**config.mk**
```make
export PLATFORM = sky130hd
export DESIGN_NAME = gd_iter_ctrl
export DESIGN_NICKNAME = d
export VERILOG_FILES = /design/src/rtl/gd_iter_ctrl.sv
export SDC_FILE = /design/constraint.sdc
export NUM_CORES = 1
export LEC_CHECK = 0
export ABC_AREA = 1
export CORE_UTILIZATION = 33
export CTS_CLUSTER_SIZE = 20
export DETAILED_ROUTE_END_ITERATION = 12
export PLACE_DENSITY_LB_ADDON = 0.25
export SYNTH_ARGS = -nofsm -noshare
export SYNTH_HDL_FRONTEND = slang
export SYNTH_SLANG_ARGS = --single-unit
```
**constraint.sdc**
```tcl
create_clock -name clk -period 2.7 [get_ports clk]
set_input_delay 0.54 -clock clk [delete_from_list [all_inputs] [get_ports clk]]
set_output_delay 0.54 -clock clk [all_outputs]
set_load 0.02 [all_outputs]
```
**src/rtl/gd_iter_ctrl.sv**
```systemverilog
// rtl/gd_iter_ctrl.sv - iteration sequencer for the 4-variable gradient-descent step datapath
//
// Loads an initial point, launches one gradient step at a time and applies the
// returned Q8.8 diffs with saturating subtraction. A run stops on convergence,
// the iteration limit, a datapath overflow or a step timeout. It then reports
// the final point, the function value and a status code.
//
// Ports:
//   clk, rst_n                      clock, asynchronous active-low reset
//   start                           begin a run (sampled only when idle)
//   a_init..d_init [15:0]           signed Q8.8 initial point
//   busy                            high whenever not idle
//   done                            one-cycle pulse at the end of a run
//   status [1:0]                    00 converged, 01 max-iter, 10 overflow, 11 timeout
//   iter_count [15:0]               applied steps in the current/last run
//   a_res..d_res [15:0]             current point (signed Q8.8)
//   value_res [31:0]                function value from the last accepted step (Q24.8)
//   step_start                      one-cycle launch pulse to the step block
//   step_a..step_d [15:0]           step operands (the current point)
//   step_value [31:0]               Q24.8 value returned by the step block
//   step_a_diff..step_d_diff [15:0] signed Q8.8 diffs returned by the step block
//   step_done                       one-cycle result-valid pulse
//   step_overflow                   overflow flag, qualified by step_done

module gd_iter_ctrl #(
  parameter logic [15:0] MAX_ITER = 16'd256,
  parameter logic [15:0] TOL      = 16'h0001,
  parameter logic [15:0] TIMEOUT  = 16'd1024
) (
  input  logic        clk,
  input  logic        rst_n,
  input  logic        start,
  input  logic [15:0] a_init,
  input  logic [15:0] b_init,
  input  logic [15:0] c_init,
  input  logic [15:0] d_init,
  output logic        busy,
  output logic        done,
  output logic [1:0]  status,
  output logic [15:0] iter_count,
  output logic [15:0] a_res,
  output logic [15:0] b_res,
  output logic [15:0] c_res,
  output logic [15:0] d_res,
  output logic [31:0] value_res,
  output logic        step_start,
  output logic [15:0] step_a,
  output logic [15:0] step_b,
  output logic [15:0] step_c,
  output logic [15:0] step_d,
  input  logic [31:0] step_value,
  input  logic [15:0] step_a_diff,
  input  logic [15:0] step_b_diff,
  input  logic [15:0] step_c_diff,
  input  logic [15:0] step_d_diff,
  input  logic        step_done,
  input  logic        step_overflow
);

  typedef enum logic [2:0] {
    S_IDLE, S_LOAD, S_STEP_REQ, S_STEP_WAIT, S_UPDATE, S_CHECK, S_DONE
  } state_t;

  state_t      state, state_nxt;
  logic [15:0] a_diff, b_diff, c_diff, d_diff;
  logic [15:0] timer;
  logic [15:0] timer_inc;
  logic        timeout_hit;
  logic        converged;

  // x - d in 17 bits; bits 16 and 15 differ exactly when the result leaves the
  // 16-bit range, and bit 16 then tells which rail to clamp to.
  function automatic logic [15:0] sat_sub(input logic [15:0] x, input logic [15:0] d);
    logic [16:0] r;
    r = {x[15], x} - {d[15], d};
    if (r[16] != r[15]) return r[16] ? 16'h8000 : 16'h7FFF;
    return r[15:0];
  endfunction

  // Magnitude is taken in 17 bits so that 0x8000 becomes +32768, not -32768.
  function automatic logic within_tol(input logic [15:0] d);
    logic [16:0] m;
    m = d[15] ? (17'd0 - {1'b1, d}) : {1'b0, d};
    return m <= {1'b0, TOL};
  endfunction

  assign converged = within_tol(a_diff) && within_tol(b_diff) &&
                     within_tol(c_diff) && within_tol(d_diff);

  // timer holds the number of STEP_WAIT cycles already elapsed. Leaving on
  // timer+1 == TIMEOUT-1 makes done land exactly TIMEOUT cycles after step_start.
  assign timer_inc   = timer + 16'd1;
  assign timeout_hit = (timer_inc == (TIMEOUT - 16'd1));

  assign step_a = a_res;
  assign step_b = b_res;
  assign step_c = c_res;
  assign step_d = d_res;

  always_ff @(posedge clk or negedge rst_n) begin
    if (!rst_n) state <= S_IDLE;
    else        state <= state_nxt;
  end

  always_comb begin
    state_nxt  = state;
    busy       = (state != S_IDLE);
    done       = 1'b0;
    step_start = 1'b0;
    case (state)
      S_IDLE:      if (start) state_nxt = S_LOAD;
      S_LOAD:      state_nxt = S_STEP_REQ;
      S_STEP_REQ: begin
        step_start = 1'b1;
        state_nxt  = S_STEP_WAIT;
      end
      S_STEP_WAIT: begin
        if (step_done)        state_nxt = step_overflow ? S_DONE : S_UPDATE;
        else if (timeout_hit) state_nxt = S_DONE;
      end
      S_UPDATE:    state_nxt = S_CHECK;
      S_CHECK: begin
        if (converged || iter_count == MAX_ITER) state_nxt = S_DONE;
        else                                     state_nxt = S_STEP_REQ;
      end
      S_DONE: begin
        done      = 1'b1;
        state_nxt = S_IDLE;
      end
      default:     state_nxt = S_IDLE;
    endcase
  end

  always_ff @(posedge clk or negedge rst_n) begin
    if (!rst_n) begin
      a_res      <= 16'h0;
      b_res      <= 16'h0;
      c_res      <= 16'h0;
      d_res      <= 16'h0;
      a_diff     <= 16'h0;
      b_diff     <= 16'h0;
      c_diff     <= 16'h0;
      d_diff     <= 16'h0;
      value_res  <= 32'h0;
      status     <= 2'b00;
      iter_count <= 16'h0;
      timer      <= 16'h0;
    end else begin
      case (state)
        S_LOAD: begin
          a_res      <= a_init;
          b_res      <= b_init;
          c_res      <= c_init;
          d_res      <= d_init;
          iter_count <= 16'h0;
        end
        S_STEP_REQ: timer <= 16'h0;
        S_STEP_WAIT: begin
          timer <= timer_inc;
          if (step_done) begin
            if (step_overflow) begin
              status <= 2'b10;
            end else begin
              a_diff    <= step_a_diff;
              b_diff    <= step_b_diff;
              c_diff    <= step_c_diff;
              d_diff    <= step_d_diff;
              value_res <= step_value;
            end
          end else if (timeout_hit) begin
            status <= 2'b11;
          end
        end
        S_UPDATE: begin
          a_res      <= sat_sub(a_res, a_diff);
          b_res      <= sat_sub(b_res, b_diff);
          c_res      <= sat_sub(c_res, c_diff);
          d_res      <= sat_sub(d_res, d_diff);
          iter_count <= iter_count + 16'd1;
        end
        S_CHECK: begin
          if (converged)                    status <= 2'b00;
          else if (iter_count == MAX_ITER)  status <= 2'b01;
        end
        default: ;
      endcase
    end
  end

endmodule

```
==> out/summary.txt, run 1 <==
Avg Inst Size Synth -> 7.41 sq um
net load switching power -> 13.4 mW
vias in the first global route -> 13300
Gate power share -> 68.2%
crit path kind -> reg2reg
RSZ-0062 raised after global routing -> yes
crit end category -> register
Rel. slew slack -> 53.9%
fin nets -> 2436
final core occ -> 44.8%
die width -> 208 microns
Worst-Skew Late Latency -> 0.46 ns
endpoints failing setup -> 0
Slew Viols, Final -> 0
Initial Util -> 33.4%
Avg WL per Cell -> 16.7 microns
Register-to-Register Path Depth -> 16
CTS root buf -> clkbuf_16
Min Hold Slack -> 0.103 ns
Via Count -> 13400
row count -> 75
Pint -> 13.3 mW
status -> complete, no violations
crit path from -> d_res[0]$_DFFE_PN0P_
Seq/Total Area, Yosys -> 35.2%
Final Skew -> 0.0146 ns
Worst Setup Start Kind -> register
Post-Syn Instances -> 1888
area grow syn2layout -> 34.0%
CTS tree -> done
die area -> 43200 sq um
Total GRT Usage -> 21.2%
sw frac -> 50.1%
layout cells sized above 1 -> 10.2%
WP data required -> 3.10 ns
leakage power -> 8.98 nW
CTS Buf Count -> 17
routed wire length -> 46000 microns
Primary FF master, synth -> dfrtp_1
Post-CTS Hold Buffers -> 0
core box area -> 41900 sq um
FF+latch count, synth -> 197
Clock power frac -> 10.8%
Hold Vio Cnt, Final -> 0
height of the die -> 208 microns
setup TNS -> 0 ns
worst setup margin -> 0.164 ns
port bufs -> 345
post-route insts no fill -> 2749
pwr dens -> 1430 nW/um^2
maximum VDD drop -> 585 uV
max cap viols -> 0
Pwr Total -> 26.7 mW
pre-CTS setup slack -> 0.0394 ns
Reg clk slew, reported paths -> 0.08 ns
Mapped Area -> 14000 sq um
starting DRC count in detailed routing -> 734
Crit Path Max Fanout -> 15
Initial DRT Pass Iterations -> 5
worst r2r src -> d_res[0]$_DFFE_PN0P_
Data arrival, critical path -> 2.93 ns
fmax -> 394 MHz
antenna violations before repair -> 4
final antenna-violating net count -> 0
largest net degree at the start of global routing -> 72
Max clock buf depth -> 2
Worst Tran Pin Value -> 0.692 ns
vias per inst -> 4.86
H-tree Lvls -> 4
routability cong. -> 0.884
library cells used by synthesis -> 53
first-pass GRT wire length -> 72300 microns
# DRC -> 0
Placed Instances -> 2705
fin crit period -> 2.54 ns
hold crit path type -> in2async
FF-to-FF End -> d_res[0]$_DFFE_PN0P_
total I/O pin count -> 346
detailed placer's ending HPWL -> 35500 microns
clk sinks -> 197
Final period util -> 93.9%
Post-synth ARST share -> 100%
sequential power share -> 21.0%
net count after synthesis -> 2129
area post-placement -> 17900 sq um
aggregate global routing overflow -> 0
Post-synth EDFFs -> 0
fin area -> 18700 sq um
reg2reg setup slack -> 0.16 ns
Syn. warnings -> 0
## critical path, cell delays in order, from the launching register on
cell      delay (ns)
dfrtp_1         0.35
inv_1           0.05
ha_1            0.22
fa_1            0.40
nand3b_1        0.18
nand2_1         0.12
a21oi_2         0.09
o21ai_2         0.14
nand2_1         0.06
nand2_1         0.10
xor2_2          0.19
inv_1           0.10
nand2_4         0.18
nand3b_1        0.10
nand2_1         0.09
nand2_1         0.05
nand2_1         0.07
## repair_timing
item                                   CTS  global route
setup endpoints to repair                0            61
endpoints found under the hold margin    0             0
buffers inserted                         0             8
gates resized for setup                  0            39
## state kept, by name (all words and copies together) (netlist names)
name,flops
d_diff,16
b_diff,16
value_res,32
a_res,16
d_res,16
timer,16
c_diff,16
c_res,16
b_res,16
iter_count,16
status,2
a_diff,16
state,3
## kinds of logic after synthesis
| logic type | Yosys count | synth area share, % |
|---|---|---|
| buf+inv | 298 | 10.1 |
| compound gates | 361 | 14.4 |
| xor+xnor | 78 | 4.99 |
| flops | 197 | 35.2 |
| simple gates | 843 | 25.4 |
| fa+ha+maj | 76 | 7.01 |
| mux | 35 | 2.80 |
## routing by layer
metal	global-route usage [%]	up-vias	share of wire (%)
met5	0	-	0.059
met1	26.8	6281	45
met3	4.25	36	4.7
li1	-	6725	-
met2	36.5	324	48
met4	5.93	4	1.7
## power by group through the flow
| stage | Sequential [mW] | Combinational (mW) | Clock (mW) |
|---|---|---|---|
| 2_1_floorplan | 6.17 | 11.4 | 0 |
| 3_3_place_gp | 5.63 | 17.3 | 0 |
| 3_5_place_dp | 5.67 | 17.5 | 0 |
| 4_1_cts | 5.62 | 17.6 | 2.96 |
| 5_1_grt | 5.81 | 20.2 | 3.06 |
| 6_report | 5.60 | 18.2 | 2.88 |
## Yosys cell counts (4+ instances only)
| library cell | number | area (sq um) |
|---|---|---|
| nand2_1 | 457 | 1720 |
| inv_2 | 8 | 30.0 |
| nor4_1 | 6 | 37.5 |
| inv_1 | 168 | 631 |
| a21oi_1 | 198 | 991 |
| mux2_2 | 33 | 372 |
| xnor2_1 | 14 | 123 |
| o22ai_1 | 7 | 43.8 |
| o21ai_1 | 32 | 160 |
| o21ai_2 | 12 | 105 |
| nor2_2 | 8 | 50.1 |
| fa_1 | 4 | 80.1 |
| nor3_1 | 17 | 85.1 |
| nand3_2 | 5 | 50.1 |
| ha_1 | 72 | 901 |
| xor2_1 | 62 | 543 |
| or2_2 | 7 | 43.8 |
| buf_1 | 4 | 15.0 |
| nand3_1 | 98 | 490 |
| o211ai_1 | 5 | 37.5 |
| o21ai_0 | 57 | 285 |
| nand3b_1 | 9 | 67.6 |
| buf_2 | 11 | 55.1 |
| buf_4 | 66 | 495 |
| nor2_1 | 201 | 754 |
| nand4_1 | 14 | 87.6 |
| buf_6 | 5 | 56.3 |
| clkbuf_1 | 34 | 128 |
| nand2_2 | 12 | 75.1 |
| a211oi_1 | 4 | 30.0 |
| a21o_1 | 22 | 165 |
| a21oi_2 | 7 | 61.3 |
| o21bai_1 | 6 | 45.0 |
| dfrtp_1 | 197 | 4930 |
## worst max-delay path by stage
| stage | slack (ns) | endpoint |
|---|---|---|
| final | 0.16 | d_res[0]$_DFFE_PN0P_ |
| after global routing | -0.04 | d_res[12]$_DFFE_PN0P_ |
| after CTS | 0.006 | d_res[0]$_DFFE_PN0P_ |
| after detailed placement | 0.04 | d_res[0]$_DFFE_PN0P_ |
| after global placement | 0.08 | d_res[0]$_DFFE_PN0P_ |
| after floorplan | 0.11 | a_res[4]$_DFFE_PN0P_ |
## final cells by class
class,count,area [sq um]
diodes,2,5.00
clock buffers,18,439
clock inverters,14,214
fillers,4192,23100
inverters,178,669
multi-input cells,1395,7810
flip-flops and latches,197,4930
well taps,539,674
repair buffers,406,4000
## layout by cell type (no fill, tap or decap), types with 5 or more instances in the layout
master / count
nand2_1: 449
clkdlybuf4s50_1: 344
nor2_1: 200
a21oi_1: 196
dfrtp_1: 196
inv_1: 164
nand3_1: 97
ha_1: 70
xor2_1: 59
o21ai_0: 54
buf_4: 54
o21ai_1: 34
mux2_2: 33
a21o_1: 22
nor3_1: 17
clkbuf_16: 17
nand2_2: 15
xnor2_1: 14
nand4_1: 14
o21ai_2: 13
inv_2: 12
a21oi_2: 9
nand3b_1: 9
or2_2: 7
nor2_2: 7
o22ai_1: 7
buf_12: 7
nand2_4: 6
o21bai_1: 6
nor4_1: 6
o211ai_1: 5
nand3_2: 5
(Power assumes the default switching activity.)
==> inputs of run 2 (changes only) <==
SLEW_MARGIN = 20   (was not set)
==> results of run 2 <==
The final DEF is identical to that of run 1; final timing and power are the same.
==> inputs of run 3 (changes only) <==
CORE_UTILIZATION = 51   (was 33)
==> out/summary.txt, run 3 (synthesized netlist as in run 1, its figures left out) <==
FILL cells -> 2301 (was 4192)
vias per inst -> 5.47 (was 4.86)
clk sinks -> 197 (unchanged)
global routing met3 resource utilization -> 6.03% (was 4.25%)
aggregate global routing overflow -> 0 (unchanged)
total I/O pin count -> 346 (unchanged)
reg2reg setup slack -> 0.09 ns (was 0.16 ns)
CTS tree -> done (unchanged)
Initial DRT Pass Iterations -> 6 (was 5)
FF-to-FF End -> d_res[0]$_DFFE_PN0P_ (unchanged)
hold crit path type -> in2async (unchanged)
worst r2r src -> d_res[0]$_DFFE_PN0P_ (unchanged)
pwr dens -> 1450 nW/um^2 (was 1430 nW/um^2)
final antenna-violating net count -> 0 (unchanged)
Pwr Total -> 26.5 mW (was 26.7 mW)
antenna violations before repair -> 2 (was 4)
die area -> 28100 sq um (was 43200 sq um)
crit end category -> register (unchanged)
CTS Buf Count -> 17 (unchanged)
Via Count -> 13900 (was 13400)
area post-placement -> 17500 sq um (was 17900 sq um)
post-route insts no fill -> 2539 (was 2749)
GR peak layer -> met2 (unchanged)
vias in the first global route -> 13500 (was 13300)
sequential power share -> 21.0% (about the same)
most frequent cells in the layout -> nand2_1 (453), clkdlybuf4s50_1 (344), nor2_1 (200) (was nand2_1 (449), clkdlybuf4s50_1 (344), nor2_1 (200))
Reg clk slew, reported paths -> 0.09 ns (was 0.08 ns)
commonest non-fill, non-tap cell in the layout -> nand2_1 (unchanged)
largest reg by FF count -> value_res (unchanged)
Register Area -> 4930 sq um (unchanged)
Final Skew -> 0.0175 ns (was 0.0146 ns)
final core occ -> 68.1% (was 44.8%)
Register-to-Register Path Depth -> 16 (unchanged)
routed wire length -> 42900 microns (was 46000 microns)
Clock power frac -> 10.9% (was 10.8%)
Largest register FFs -> 32 (unchanged)
Slew Viols, Final -> 0 (unchanged)
fin nets -> 2424 (was 2436)
crit path kind -> reg2reg (unchanged)
status -> complete, no violations (unchanged)
die width -> 168 microns (was 208 microns)
detailed placer's ending HPWL -> 32000 microns (was 35500 microns)
WP data required -> 3.08 ns (was 3.10 ns)
fin crit period -> 2.61 ns (was 2.54 ns)
routability cong. -> 0.932 (was 0.884)
fin area -> 18400 sq um (was 18700 sq um)
endpoints failing setup -> 0 (unchanged)
net load switching power -> 13.4 mW (about the same)
core box area -> 27000 sq um (was 41900 sq um)
maximum VDD drop -> 718 uV (was 585 uV)
largest net degree at the start of global routing -> 64 (was 72)
area of the multi-input gates -> 7770 sq um (was 7810 sq um)
H-tree Lvls -> 4 (unchanged)
first-pass GRT wire length -> 67700 microns (was 72300 microns)
sw frac -> 50.6% (was 50.1%)
Max clock buf depth -> 2 (unchanged)
layout cells sized above 1 -> 9.24% (was 10.2%)
Hold Vio Cnt, Final -> 0 (unchanged)
area grow syn2layout -> 31.2% (was 34.0%)
port bufs -> 345 (unchanged)
Crit Path Max Fanout -> 13 (was 15)
# DRC -> 0 (unchanged)
Initial Util -> 51.9% (was 33.4%)
grt met2 use -> 50.5% (was 36.5%)
Worst Tran Pin Value -> 0.638 ns (was 0.692 ns)
Final period util -> 96.5% (was 93.9%)
CTS root buf -> clkbuf_16 (unchanged)
Pint -> 13.1 mW (was 13.3 mW)
row count -> 60 (was 75)
Worst Setup Start Kind -> register (unchanged)
Rel. slew slack -> 57.4% (was 53.9%)
Data arrival, critical path -> 2.99 ns (was 2.93 ns)
Gate power share -> 68.1% (was 68.2%)
Avg WL per Cell -> 16.9 microns (was 16.7 microns)
Total GRT Usage -> 30.1% (was 21.2%)
Placed Instances -> 2496 (was 2705)
max cap viols -> 0 (unchanged)
starting DRC count in detailed routing -> 1068 (was 734)
Global Route met1 Usage -> 37.6% (was 26.8%)
fmax -> 384 MHz (was 394 MHz)
leakage power -> 8.92 nW (was 8.98 nW)
height of the die -> 168 microns (was 208 microns)
Worst-Skew Late Latency -> 0.45 ns (was 0.46 ns)
-- run 3: repair_timing --
action	in CTS	in global routing
buffers inserted	0	6
gates resized for setup	0	27
hold buffers	0	0
setup endpoints to repair	0	61
-- run 3: final cells by class --
cell class                      instances  area share [%]
Multi-Input combinational cell       1396            42.4
Sequential cell                       197            26.9
Clock buffer                           18            2.39
Timing Repair Buffer                  393            21.2
Antenna cell                            2          0.0273
Inverter                              178            3.65
Tap cell                              341            2.33
Clock inverter                         14            1.16
-- run 3: power by group through the flow --
stage	Clock (mW)	Sequential, mW	Combinational (mW)
final	2.88	5.57	18.1
after global routing	3.01	5.75	19.8
after CTS	2.88	5.55	17.4
after detailed placement	0	5.58	17.2
after global placement	0	5.54	16.9
after floorplan	0	6.17	11.4
-- run 3: through the flow --
stage	worst slack, ns	TNS (ns)	hold slack [ns]
5_1_grt	-0.00927	-0.0175	0.0929
4_1_cts	0.0160	0	0.0787
3_5_place_dp	0.0389	0	0.468
3_3_place_gp	0.0798	0	0.471
6_report	0.0943	0	0.0564
2_1_floorplan	0.112	0	0.244
-- run 3: worst max-delay path by stage --
stage,start,endpoint,cells after the start
after floorplan,a_res[0]$_DFFE_PN0P_,a_res[4]$_DFFE_PN0P_,14
after global placement,c_res[0]$_DFFE_PN0P_,c_res[13]$_DFFE_PN0P_,16
after detailed placement,d_res[0]$_DFFE_PN0P_,d_res[0]$_DFFE_PN0P_,16
after CTS,d_res[0]$_DFFE_PN0P_,d_res[0]$_DFFE_PN0P_,16
after global routing,b_res[0]$_DFFE_PN0P_,b_res[11]$_DFFE_PN0P_,17
final,d_res[0]$_DFFE_PN0P_,d_res[0]$_DFFE_PN0P_,16
-- run 3: critical path: stages, from the launching register on --
cell      delay (ns)
dfrtp_1         0.36
inv_1           0.05
ha_1            0.23
fa_1            0.40
nand3b_1        0.18
nand2_1         0.14
a21oi_2         0.10
o21ai_2         0.16
nand2_1         0.07
nand2_1         0.10
xor2_2          0.18
nand2_1         0.14
nand2_4         0.17
o21ai_0         0.11
nand2_1         0.07
nand2_1         0.04
nand2_1         0.06
-- run 3: routing by layer --
metal | share of wire, % | wire (microns)
met1 | 41 | 17700
met3 | 7.3 | 3130
met4 | 3.4 | 1450
met5 | 0 | 0
met2 | 48 | 20600
